File: config.mk
export PLATFORM = sky130hd
export DESIGN_NAME = register_ld_clr_inc_shr
export DESIGN_NICKNAME = d
export VERILOG_FILES = /design/src/rtl/register_ld_clr_inc_shr_pkg.sv /design/src/rtl/register_ld_clr_inc_shr_reg_next_value.sv /design/src/rtl/register_ld_clr_inc_shr.sv
export SDC_FILE = /design/constraint.sdc
export NUM_CORES = 1
export LEC_CHECK = 0
export CORE_AREA = 2 2 39 41
export CTS_CLUSTER_SIZE = 30
export DETAILED_ROUTE_END_ITERATION = 8
export DIE_AREA = 0 0 41 43
export GPL_TIMING_DRIVEN = 0
export PLACE_DENSITY = 0.55
export SLEW_MARGIN = 20
export SYNTH_ARGS = -nofsm -noshare
export SYNTH_HDL_FRONTEND = slang
export SYNTH_SLANG_ARGS = --single-unit
File: constraint.sdc
create_clock -name clk -period 1.2 [get_ports clk]
set_input_delay 0.12 -clock clk [delete_from_list [all_inputs] [get_ports clk]]
set_output_delay 0.12 -clock clk [all_outputs]
set_load 0.05 [all_outputs]
File: src/rtl/register_ld_clr_inc_shr_pkg.sv
// Shared types and helpers for the clear/load/increment/shift-right data register.
package register_ld_clr_inc_shr_pkg;

    typedef enum logic [2:0] {
        OP_NONE,
        OP_CLR,
        OP_LD,
        OP_INC,
        OP_SHR
    } op_e;

    // Fixed priority: clr > ld > inc > shr.
    function automatic op_e decode_op(input logic clr, input logic ld,
                                      input logic inc, input logic shr);
        op_e op;
        op = OP_NONE;
        if (clr) begin
            op = OP_CLR;
        end else if (ld) begin
            op = OP_LD;
        end else if (inc) begin
            op = OP_INC;
        end else if (shr) begin
            op = OP_SHR;
        end
        return op;
    endfunction

endpackage

File: src/rtl/register_ld_clr_inc_shr_reg_next_value.sv
// Combinational next-state unit for the data register and its shift carry.
// REGISTER_LD_CLR_INC_SHR_ARITH_SHR_EN selects an arithmetic (MSB-replicating) shift right.
module reg_next_value
    import register_ld_clr_inc_shr_pkg::*;
#(
    parameter int unsigned WIDTH = 4
) (
    input  op_e              op,
    input  logic [WIDTH-1:0] data_out,
    input  logic             carry,
    input  logic [WIDTH-1:0] data_in,
    output logic [WIDTH-1:0] next_data,
    output logic             next_carry
);

    logic fill;

`ifdef REGISTER_LD_CLR_INC_SHR_ARITH_SHR_EN
    assign fill = data_out[WIDTH-1];
`else
    assign fill = 1'b0;
`endif

    always_comb begin
        next_data  = data_out;
        next_carry = carry;
        unique case (op)
            OP_CLR: begin
                next_data  = '0;
                next_carry = 1'b0;
            end
            OP_LD:  next_data = data_in;
            OP_INC: next_data = data_out + WIDTH'(1);
            OP_SHR: begin
                next_data  = {fill, data_out[WIDTH-1:1]};
                next_carry = data_out[0];
            end
            default: begin
                next_data  = data_out;
                next_carry = carry;
            end
        endcase
    end

endmodule

File: src/rtl/register_ld_clr_inc_shr.sv
// WIDTH-bit data register with clear, load, increment and shift-right, one op per clock.
// Define REGISTER_LD_CLR_INC_SHR_ARITH_SHR_EN for arithmetic shift right (default logical).
module register_ld_clr_inc_shr
    import register_ld_clr_inc_shr_pkg::*;
#(
    parameter int unsigned WIDTH = 4
) (
    input  logic             clk,
    input  logic             rst,
    input  logic             clr,
    input  logic             ld,
    input  logic             inc,
    input  logic             shr,
    input  logic [WIDTH-1:0] data_in,
    output logic [WIDTH-1:0] data_out,
    output logic             right_carry
);

    op_e              op;
    logic [WIDTH-1:0] next_data;
    logic             next_carry;

    assign op = decode_op(clr, ld, inc, shr);

    reg_next_value #(
        .WIDTH (WIDTH)
    ) u_next (
        .op         (op),
        .data_out   (data_out),
        .carry      (right_carry),
        .data_in    (data_in),
        .next_data  (next_data),
        .next_carry (next_carry)
    );

    always_ff @(posedge clk) begin
        if (rst) begin
            data_out    <= '0;
            right_carry <= 1'b0;
        end else begin
            data_out    <= next_data;
            right_carry <= next_carry;
        end
    end

endmodule

After elaboration in Yosys (flattened, before gate mapping)
Cells that the tools add are included.
{ "word_totals": {"in_bits": 10, "out_inout_bits": 5, "word_cells": 15, "ff_bits": 5} }
{ "classes": {"reduce_logical": 2, "n_mux": 6, "n_addsub": 1, "n_eq_ne": 4} }
{ "op_table": {"columns": ["cell", "n"], "rows": [
  ["$pmux W4 S4", 1],
  ["$mux W3", 4],
  ["$eq A3 B2 Y1 const B", 2],
  ["$add A4 B1 Y4 const B", 1],
  ["$reduce_bool A4 Y1", 1],
  ["$eq A3 B1 Y1 const B", 1],
  ["$eq A3 B3 Y1 const B", 1],
  ["$pmux W1 S2", 1],
  ["$reduce_bool A2 Y1", 1]
]} }

Longest topological paths before layout
{ "logic_depth": {"depth_word": 6, "depth_mapped": 5, "mapped_depth_nobuf": 5} }

By module
Synthesis repeated with hierarchy kept, for this count alone.
{ "unflattened": {"hier_cells": 54, "hier_area_um2": 439.2} }
{ "by_module_without_submodules": {"columns": ["mod", "seq_area_each_um2", "area_per_inst_um2", "n_inst", "cells_per_inst"], "rows": [
  ["reg_next_value", 0.0, 272.8, 1, 39],
  ["register_ld_clr_inc_shr", 100.1, 166.4, 1, 15]
]} }

Worst setup path after synthesis
No wires, ideal clock.
{ "synth_path": {"kind": "register to register", "startpoint": "register data_out[1]", "endpoint": "register data_out[1]", "n_path_buf": 0, "period_less_slack_ps": 1366, "required_time_ps": 1078, "arrival_ps": 1244, "stages_incl_launch_ff": 6, "setup_ps": 122, "setup_slack_ps": -166, "path_cell_list": "dfxtp_1 -> ha_1 -> inv_1 -> a21oi_1 -> o21ai_0 -> a21oi_1"} }
{ "synth_between": {"elab_chain_len": 2} }
{ "synth_rtl": {"columns": ["item", "line_no", "rtl"], "rows": [
  ["start: declaration", "register_ld_clr_inc_shr.sv:15", "output logic [WIDTH-1:0] data_out,"],
  ["start signal: assignment", "register_ld_clr_inc_shr.sv:41", "data_out <= next_data;"],
  ["$add A4 B1 Y4", "register_ld_clr_inc_shr_reg_next_value.sv:33", "OP_INC: next_data = data_out + WIDTH'(1);"],
  ["$pmux W4 S4", "register_ld_clr_inc_shr_reg_next_value.sv:27", "unique case (op)"]
]} }
No other way between the ends.
A chain may end at the register's enable or synchronous reset.

Worst setup path after layout
{ "layout_path": {"startpoint": "register data_out[3]", "endpoint": "output data_out[3]"} }
No word-level cell between the ends.

==> out/metrics.json <==
{
  "outcome": {
    "status": "finished clean"
  },
  "sta": {
    "setup_viol_count_final": 0,
    "final_min_period_over_clock_period": 0.951,
    "max_slew.worst_pin.slew_ns": 0.256,
    "min_period_ns": 1.14,
    "final_hold_viol_count": 0,
    "timing.clock.skew_ns": 0.00488,
    "max-slew-margin-rel": 0.827,
    "max_freq_mhz": 877,
    "grt_setup_unrepaired": "no",
    "maxSlewViolCount": 0,
    "timing.hold.ws_ns": 0.216
  },
  "clock_network": {
    "cts_hold_repair.buffers": 0,
    "cts_tree": "built",
    "cts.clk_slew.worst_paths_ns": 0.05,
    "clockBufferDepth": 2,
    "cts_inserted_buffers": 3,
    "htree_levels": 1,
    "insertion_delay_ns": 0.25,
    "cts.sink_count": 5,
    "root_buf_cell": "sky130_fd_sc_hd__clkbuf_4"
  },
  "route": {
    "drc_errors": 0,
    "routed_wl_um": 715,
    "route.vias.total": 344,
    "antenna_left": 0,
    "detail_routed_net_length_per_standard_cell_um": 9.66,
    "detailed_route_iter0_violations": 1,
    "ratio_of_routed_vias_to_standard_cells": 4.65,
    "drt_pass1_iterations": 4
  },
  "cells_and_area": {
    "nNetsFinal": 70,
    "insertedDiodeCount": 0,
    "syn2layout_area_growth_pct": 61.4,
    "fill_cells": 154,
    "final-instance-count-excl-fill": 74,
    "layout-drive-gt1-share": 0.310,
    "seq_area_um2": 104,
    "multiInputGateArea_um2": 190
  },
  "critical_path": {
    "critPathTopFamily": "buffers and inverters",
    "startpoint_type_of_the_worst_setup_path": "flop",
    "cpMaxStageDelayCell": "sky130_fd_sc_hd__clkdlybuf4s15_2",
    "critical_path_arrival_ns": 1.02,
    "critical_path_required_ns": 1.08,
    "critical_path.max_fanout": 4,
    "cp_cell_sequence": "clkdlybuf4s15_2",
    "path_buf_inv": 1,
    "timing.critical_path.to_type": "output pin",
    "setup.worst_path.class": "reg -> out",
    "critical_path.max_stage_delay_ns": 0.39
  },
  "flow_run": {
    "cap_violations": 0
  },
  "power_and_ir_drop": {
    "power_leakage_nw": 0.188,
    "power_density_nw_per_um2": 985,
    "irDropWorstVdd_mv": 0.381
  },
  "placement": {
    "post-place-cells": 69,
    "routabilityCongestion": 0.753,
    "dp.final_hpwl_um": 524,
    "place.port_buffers": 13
  },
  "synth": {
    "synth_top_cell_area_share": 0.321,
    "synthesis.instances": 40,
    "yosysUniqueCellTypes": 23,
    "synth_area_um2": 312,
    "yosysWarnings": 0,
    "seq_area_frac_synth": 0.321,
    "synth.avg_cell_area_um2": 7.79,
    "synth_largest_area_cell": "sky130_fd_sc_hd__dfxtp_1",
    "nets_in_the_synthesized_netlist": 51,
    "yosys_register_bits": 5,
    "synthTopCellsByArea": "sky130_fd_sc_hd__dfxtp_1 32%, sky130_fd_sc_hd__a21oi_1 8.0%, sky130_fd_sc_hd__nand2_1 6.0%"
  },
  "floorplan": {
    "dieWidth_um": 41,
    "floorplan.initialDensity": 0.225,
    "count_of_standard_cell_rows": 14,
    "die_ar_um2": 1760,
    "top_level_ports": 15,
    "die_y_um": 43,
    "design.core.area_um2": 1380
  },
  "global_routing": {
    "grt.overflow.total": 0,
    "number_of_antenna_violations_at_the_first_check_in_global_routing": 0,
    "grt_pass1_vias": 314,
    "gr-usage-all-layers": 0.106,
    "grt_first_pass_wirelength_um": 1210,
    "grt_max_degree": 11
  },
  "hold_path": {
    "timing.hold.worst.class": "in -> reg"
  }
}
-- synth_stat cells (all sizes together) --
cell type / count
nor2b: 1
a22oi: 1
a211oi: 1
ha: 1
clkbuf: 1
xnor2: 1
a311oi: 1
nand2b: 1
buf: 2
nor4b: 1
nand3: 1
o22ai: 1
inv: 1
mux2: 1
o21ai: 4
nor2: 4
nand2: 5
or2: 1
nand3b: 1
a21oi: 5
dfxtp: 5
-- per-layer routing --
metal	wire length (µm)	up-vias	global-route usage	part of all wire
li1	-	176	-	-
met1	329	152	0.128	0.46
met2	304	12	0.141	0.43
met3	52	4	0.0314	0.073
met4	29	0	0.100	0.041
met5	0	-	0	0
-- metrics by stage --
| stage | setup TNS [ns] | setup WS [ns] | area [µm²] | util | power, mW |
|---|---|---|---|---|---|
| floorplan | 0 | 0.00821 | 315 | - | 0.244 |
| global placement | -1.07 | -0.186 | 465 | 0.336 | 0.289 |
| detailed placement | -1.18 | -0.213 | 465 | 0.336 | 0.291 |
| CTS | 0 | 0.00409 | 497 | 0.359 | 0.501 |
| global route | 0 | 0.0109 | 503 | 0.363 | 0.527 |
| finish | 0 | 0.0592 | 503 | 0.363 | 0.496 |
-- worst paths after layout --
| kind | start | to | slack (ns) | depth (start not counted) |
|---|---|---|---|---|
| max | data_out[3] | data_out[3] | 0.06 | 1 |
| min reg2reg | right_carry | right_carry | 0.47 | 2 |
| min | inc | data_out[3] | 0.22 | 3 |
| max reg2reg | data_out[0] | data_out[2] | 0.09 | 4 |
-- logic make-up after synthesis --
kind of cell	share of synthesized area
AND/OR/NAND/NOR	0.237
AO/OA/AOI/OAI	0.261
flip-flops	0.321
buffers and inverters	0.0763
XOR/XNOR	0.0281
multiplexers	0.0361
adder cells (fa/ha/maj)	0.0402
-- report_power, final --
group          switching, mW  leakage (nW)  internal, mW
registers            0.00801        0.0420         0.173
clock network         0.0813        0.0150         0.126
logic                 0.0520         0.131        0.0545
total                  0.141         0.188         0.354
-- area by class of cell --
type                    count  area share
plain buffers               3      0.0423
repair buffers             14       0.274
inverters                   1     0.00746
clock buffers               4      0.0522
flip-flops and latches      5       0.206
multi-input cells          31       0.378
well taps                  16      0.0398
-- flip-flops by register name, summed over array words and instances (netlist names) --
register	flops
data_out	4
right_carry	1
-- repair_timing --
item | CTS | global route
resized for setup | 14 | 4
buffers inserted | 0 | 1
endpoints found under the hold margin | 0 | 0
pin swaps | 0 | 3
endpoints found under the setup margin | 5 | 3
-- layout by cell type (no fill, tap or decap), types with 2 or more instances in the layout --
| cell type | n |
|---|---|
| sky130_fd_sc_hd__clkbuf_2 | 2 |
| sky130_fd_sc_hd__clkdlybuf4s15_2 | 4 |
| sky130_fd_sc_hd__dfxtp_1 | 2 |
| sky130_fd_sc_hd__dfxtp_2 | 3 |
| sky130_fd_sc_hd__o21ai_0 | 3 |
| sky130_fd_sc_hd__a21oi_1 | 5 |
| sky130_fd_sc_hd__nor2_1 | 4 |
| sky130_fd_sc_hd__clkbuf_4 | 3 |
| sky130_fd_sc_hd__clkdlybuf4s50_1 | 8 |
| sky130_fd_sc_hd__nand2_1 | 5 |
Power figures use the tool's default switching activity.
